## src/rtl/axis_1553_decoder_if.sv

```systemverilog
`default_nettype none
// +----------------------------------------------------------------------+
// | axis_1553_decoder_if                                                  |
// | AXI-Stream word channel carrying decoded 1553 words and status flags. |
// | Rev 1.0                                                              |
// +----------------------------------------------------------------------+
interface axis_1553_decoder_if;
  logic [15:0] tdata;
  logic [7:0]  tuser;
  logic        tvalid;
  logic        tready;

  modport master (output tdata, output tuser, output tvalid, input tready);
  modport slave  (input tdata, input tuser, input tvalid, output tready);
endinterface
`default_nettype wire

```

## src/rtl/axis_1553_decoder.sv

```systemverilog
`default_nettype none
// +----------------------------------------------------------------------+
// | axis_1553_decoder                                                     |
// | Oversampling Manchester II receiver: sync, 16 data bits, odd parity.  |
// | Rev 1.0                                                              |
// +----------------------------------------------------------------------+
module axis_1553_decoder #(
  parameter int clock_speed = 20000000
) (
  input  wire logic            aclk,
  input  wire logic            arstn,
  input  wire logic [1:0]      diff,
  axis_1553_decoder_if.master  m_axis
);

  localparam int c_H       = clock_speed / 2000000;
  localparam int c_RUN_LO  = 3 * c_H - c_H / 2;
  localparam int c_RUN_HI  = 3 * c_H + c_H / 2;
  localparam int c_RW      = $clog2(c_RUN_HI + 2);
  localparam int c_TW      = $clog2(37 * c_H + 1);

  localparam logic [c_RW-1:0] c_RUN_MIN  = c_RW'(c_RUN_LO);
  localparam logic [c_RW-1:0] c_RUN_MAX  = c_RW'(c_RUN_HI);
  localparam logic [c_TW-1:0] c_SYNC2_T  = c_TW'(3 * c_H / 2);
  localparam logic [c_TW-1:0] c_DATA_T0  = c_TW'(3 * c_H + c_H / 2);
  localparam logic [c_TW-1:0] c_BIT_T    = c_TW'(2 * c_H);
  localparam logic [c_TW-1:0] c_HALF_T   = c_TW'(c_H);
  localparam logic [1:0]      c_LVL_HI   = 2'b10;
  localparam logic [1:0]      c_LVL_LO   = 2'b01;

  typedef enum logic [1:0] {
    S_IDLE  = 2'd0,
    S_SYNC2 = 2'd1,
    S_DATA  = 2'd2,
    S_EMIT  = 2'd3
  } state_t;

  state_t            r_state, w_next;
  logic [1:0]        r_sync1, r_sync2;
  logic [1:0]        r_prev;
  logic [c_RW-1:0]   r_run;
  logic [c_TW-1:0]   r_t;
  logic [4:0]        r_k;
  logic              r_half;
  logic [1:0]        r_first;
  logic [15:0]       r_data;
  logic              r_cmd;
  logic              r_man_err;
  logic [15:0]       r_tdata;
  logic [7:0]        r_tuser;
  logic              r_tvalid;

  logic [1:0]        w_lvl;
  logic              w_valid, w_prev_valid, w_sync_edge;
  logic [c_TW-1:0]   w_target;
  logic              w_hit, w_bit, w_bit_err, w_par_err, w_load;

  assign w_lvl        = r_sync2;
  assign w_valid      = (w_lvl == c_LVL_HI) || (w_lvl == c_LVL_LO);
  assign w_prev_valid = (r_prev == c_LVL_HI) || (r_prev == c_LVL_LO);

  // Sample points sit in the middle of each half-bit, counted from the sync mid-edge.
  assign w_target = c_DATA_T0 + c_TW'(r_k) * c_BIT_T + (r_half ? c_HALF_T : c_TW'(0));

  always_comb begin
    w_next      = r_state;
    w_sync_edge = 1'b0;
    w_hit       = 1'b0;
    w_load      = 1'b0;
    w_bit       = (r_first == c_LVL_HI);
    w_bit_err   = !(((r_first == c_LVL_HI) && (w_lvl == c_LVL_LO)) ||
                    ((r_first == c_LVL_LO) && (w_lvl == c_LVL_HI)));
    w_par_err   = ~^{r_data, w_bit};
    case (r_state)
      S_IDLE: begin
        w_sync_edge = w_valid && w_prev_valid && (w_lvl != r_prev) &&
                      (r_run >= c_RUN_MIN) && (r_run <= c_RUN_MAX);
        if (w_sync_edge) w_next = S_SYNC2;
      end
      S_SYNC2: begin
        if (r_t == c_SYNC2_T)
          w_next = (w_lvl == (r_cmd ? c_LVL_LO : c_LVL_HI)) ? S_DATA : S_IDLE;
      end
      S_DATA: begin
        w_hit = (r_t == w_target);
        if (w_hit && r_half && (r_k == 5'd16)) begin
          w_load = 1'b1;
          w_next = S_EMIT;
        end
      end
      S_EMIT:  w_next = S_IDLE;
      default: w_next = S_IDLE;
    endcase
  end

  always_ff @(posedge aclk or negedge arstn) begin
    if (!arstn) begin
      r_sync1   <= 2'b00;
      r_sync2   <= 2'b00;
      r_state   <= S_IDLE;
      r_prev    <= 2'b00;
      r_run     <= '0;
      r_t       <= '0;
      r_k       <= 5'd0;
      r_half    <= 1'b0;
      r_first   <= 2'b00;
      r_data    <= 16'h0000;
      r_cmd     <= 1'b0;
      r_man_err <= 1'b0;
    end else begin
      r_sync1 <= diff;
      r_sync2 <= r_sync1;
      r_state <= w_next;
      if (r_state == S_IDLE) begin
        r_prev <= w_lvl;
        if (!w_valid)
          r_run <= '0;
        else if (w_lvl == r_prev) begin
          if (r_run != '1) r_run <= r_run + c_RW'(1);
        end else
          r_run <= c_RW'(1);
        if (w_sync_edge) begin
          r_cmd     <= (r_prev == c_LVL_HI);
          r_t       <= c_TW'(1);
          r_k       <= 5'd0;
          r_half    <= 1'b0;
          r_man_err <= 1'b0;
        end
      end else begin
        // Run tracking restarts from scratch whenever the word ends or aborts.
        r_prev <= w_lvl;
        r_run  <= '0;
        r_t    <= r_t + c_TW'(1);
      end
      if (w_hit) begin
        r_half <= !r_half;
        if (!r_half)
          r_first <= w_lvl;
        else begin
          if (r_k < 5'd16) r_data <= {r_data[14:0], w_bit};
          r_man_err <= r_man_err | w_bit_err;
          r_k       <= r_k + 5'd1;
        end
      end
    end
  end

  always_ff @(posedge aclk or negedge arstn) begin
    if (!arstn) begin
      r_tvalid <= 1'b0;
      r_tdata  <= 16'h0000;
      r_tuser  <= 8'h00;
    end else if (w_load) begin
      r_tvalid <= 1'b1;
      r_tdata  <= r_data;
      r_tuser  <= {4'b0000, r_tvalid & ~m_axis.tready, r_man_err | w_bit_err, w_par_err, r_cmd};
    end else if (r_tvalid && m_axis.tready) begin
      r_tvalid <= 1'b0;
    end
  end

  assign m_axis.tdata  = r_tdata;
  assign m_axis.tuser  = r_tuser;
  assign m_axis.tvalid = r_tvalid;

endmodule
`default_nettype wire
```

## src/flat_wrapper.sv

```systemverilog
// flat-port wrapper written by rule: the top's interface ports become plain ports
module axis_1553_decoder_flat 
#(
  parameter int clock_speed = 20000000
)
  (aclk, arstn, diff, m_axis_tdata, m_axis_tuser, m_axis_tvalid, m_axis_tready);
  axis_1553_decoder_if m_axis_i ();
  input  wire logic aclk;
  input  wire logic arstn;
  input  wire logic [1:0] diff;
  output wire logic [$bits(m_axis_i.tdata)-1:0] m_axis_tdata;
  output wire logic [$bits(m_axis_i.tuser)-1:0] m_axis_tuser;
  output wire logic [$bits(m_axis_i.tvalid)-1:0] m_axis_tvalid;
  input wire logic [$bits(m_axis_i.tready)-1:0] m_axis_tready;
  assign m_axis_tdata = m_axis_i.tdata;
  assign m_axis_tuser = m_axis_i.tuser;
  assign m_axis_tvalid = m_axis_i.tvalid;
  assign m_axis_i.tready = m_axis_tready;
  axis_1553_decoder #(.clock_speed(clock_speed)) u_core (.aclk(aclk), .arstn(arstn), .diff(diff), .m_axis(m_axis_i));
endmodule
```

## config.mk

```make
export PLATFORM = sky130hd
export DESIGN_NAME = axis_1553_decoder_flat
export DESIGN_NICKNAME = d
export VERILOG_FILES = /design/src/rtl/axis_1553_decoder_if.sv /design/src/rtl/axis_1553_decoder.sv /design/src/flat_wrapper.sv
export SDC_FILE = /design/constraint.sdc
export NUM_CORES = 1
export LEC_CHECK = 0
export CAP_MARGIN = 25
export CORE_AREA = 2 2 83 85
export DETAILED_ROUTE_END_ITERATION = 10
export DIE_AREA = 0 0 85 87
export PLACE_DENSITY_LB_ADDON = 0.12
export RECOVER_POWER = 50
export SETUP_SLACK_MARGIN = 0.02
export SLEW_MARGIN = 20
export SYNTH_ARGS = -nofsm -noshare
export SYNTH_HDL_FRONTEND = slang
export SYNTH_SLANG_ARGS = --single-unit
```

## constraint.sdc

```tcl
create_clock -name aclk -period 4.7 [get_ports aclk]
set_input_delay 0.47 -clock aclk [delete_from_list [all_inputs] [get_ports aclk]]
set_output_delay 0.47 -clock aclk [all_outputs]
set_load 0.1 [all_outputs]
```

==> metrics.txt <==
total CTS buffers 9; WHS 332 ps; Post-layout nets 372; Post-Synth Simple-Gate Area 0.132; Async SR Flop Fraction 1.00; most frequent cells in the layout 70 x dfrtp_1, 34 x mux2_2, 24 x nand2_1; Critical Path AT 3920 ps; Setup TNS Final 0 ps; largest family of logic cells by synthesized area multiplexers; Tcrit/Tclk final 0.789; Reg clk slew, reported paths 80 ps; Design Area, Final 4160 um2; Final min period 3710 ps; Adder-Cell Fraction of Synth Area 0.0633; H-Tree Depth 3; initial antenna violation count 0; max cap viols 0; initial drt markers 86; fillers 528; post-CTS resize count 0; Hold Vio Cnt, Final 0; reg2reg start u_core.r_k[3]; leading cell type in the layout, fill and taps excluded dfrtp_1; crit end category flip-flop; worst-skew pair later-pin latency 330 ps; highest clock rate 0.270 GHz; measured slew at the worst slew-check pin 986 ps; clk buf depth 2; Mean Syn Cell Area 11.6 um2; die width 85 um; Cell Count, Final, Fillers Out 434; hpwl dp 4.33 mm; sequential fraction of the synthesis area 0.477; GRT Total Usage 0.179; Area growth syn-to-layout 13.2%; root buffer cell clkbuf_8; Critical Path RT 4910 ps; Compound-Gate Fraction of Synth Area 0.0817; global-route wire length before repair 10.5 mm; HP Class in -> async; I/O Pins 30; share of layout cells above drive strength 1 0.212; cts hold-fix bufs 0; number of port buffers 25; DR WL/cell 14.0 um; RSZ-0062 raised after global routing no; Cell variety after synth 53; Setup Buffers After CTS 0; worst-path fanout max 16; pin count of the biggest net entering global routing 71; vias in the first global route 2,265; initial core utilization 0.559; leakage 1.96 nW; GP Congestion 0.924; reg2reg setup slack 990 ps; n_diodes 0; post-synthesis mux area share 0.134; number of synthesized flops with an enable pin 0; # rows 30; status complete, no violations; Peak VDD IR 0.239 mV; post-synthesis xor/xnor area fraction 0.0804; Final Slew Violations 0; Post-Place Cells 418; routed vias/inst 5.40; Vias 2,344; DP Area 3980 um2; Final setup viols 0; crit start category flip-flop; post-route antenna net violation count 0; die area 7400 um2; worst reg2reg path depth 9; die extent in y 87 um; max_slew headroom 0.340; register bit total from synthesis 70; drt total wl 6.09 mm; CTS sink cnt 70; CTS tree done; Congestion Overflow GR 0; synthesized cell area 3670 um2; core area 6570 um2; yosys warns 0; Pwr per Cell Area 263 nW/um2; DRC errors left 0; Reg2Reg Capture Point u_core.r_data[12]; DR pass1 iterations 4; Crit Path Class reg -> reg; post-synthesis cell count 318; Clock Skew 13.1 ps; most common flop cell mapped by yosys dfrtp_1
[report_power, final]
group	internal (mW)	switching, mW
clock	0.209	0.231
combinational	0.0100	0.0350
sequential	0.606	0.00421
total	0.825	0.271
[worst max-delay path, stage by stage (launching register included)]
cell	delay [ps]
dfrtp_1	450
ha_1	310
ha_1	230
fa_1	520
or2_2	340
a221oi_2	250
a211oi_1	90
mux2_2	350
nor3_4	650
mux2_2	410
[stage by stage]
stage | setup slack (ps) | power [mW] | utilization
finish | 992 | 1.10 | 0.633
global placement | 1110 | 0.668 | 0.606
floorplan | 1420 | 0.652 | -
CTS | 990 | 1.11 | 0.633
global route | 772 | 1.14 | 0.633
detailed placement | 1010 | 0.669 | 0.606
[how the worst max path moves through the flow]
stage,slack [ps],endpoint,start,cells after the start
2_1_floorplan,1420,u_core.r_data[11],u_core.r_k[1],10
3_3_place_gp,1110,u_core.r_data[11],u_core.r_k[1],9
3_5_place_dp,1010,u_core.r_data[12],u_core.r_k[3],9
4_1_cts,990,u_core.r_data[12],u_core.r_k[3],9
5_1_grt,770,u_core.r_data[13],u_core.r_k[3],9
6_report,990,u_core.r_data[12],u_core.r_k[3],9
[routing by layer]
metal / track usage / share of wire / vias to the layer above
met4: 0.0563 / 0.0079 / 0
met3: 0.0398 / 0.019 / 4
met1: 0.260 / 0.51 / 1138
met2: 0.271 / 0.46 / 22
met5: 0 / 0 / -
li1: - / - / 1180
[Yosys cell counts (6+ instances only)]
cell	n	share of area
ha_1	17	0.058
nor3_1	6	0.0082
inv_1	10	0.010
mux2_2	34	0.10
a21oi_1	9	0.012
o21ai_0	13	0.018
nor2_1	19	0.019
xnor2_1	21	0.050
nand3_1	8	0.011
buf_4	6	0.012
xor2_1	10	0.024
dfrtp_1	70	0.48
nand2_1	24	0.025
[flip-flops by register name (all words and copies together) (netlist names), named ones only]
| signal | cells |
|---|---|
| u_core.m_axis.tdata | 16 |
| u_core.r_data | 16 |
| u_core.r_t | 9 |
| u_core.r_run | 6 |
| u_core.r_k | 5 |
| u_core.m_axis.tuser | 4 |
| u_core.r_first | 2 |
| u_core.r_prev | 2 |
| u_core.r_sync1 | 2 |
| u_core.r_sync2 | 2 |
| u_core.m_axis.tvalid | 1 |
| u_core.r_cmd | 1 |
| u_core.r_half | 1 |
| u_core.r_man_err | 1 |
| u_core.r_state | 1 |
[layout make-up]
class / instances / area, um2 / area share
Tap cell: 80 / 100 / 0.0241
Timing Repair Buffer: 27 / 260 / 0.0626
Clock inverter: 6 / 45.0 / 0.0108
Clock buffer: 10 / 138 / 0.0331
Sequential cell: 70 / 1750 / 0.421
Multi-Input combinational cell: 230 / 1820 / 0.438
Inverter: 11 / 41.3 / 0.00992
[cells by family after synthesis]
group / Yosys count
other cells: 1
fa+ha+maj: 18
compound gates: 42
mux: 44
simple gates: 90
buf+inv: 21
xor+xnor: 32
flops: 70
No activity file was read; power rests on OpenSTA's default activity.
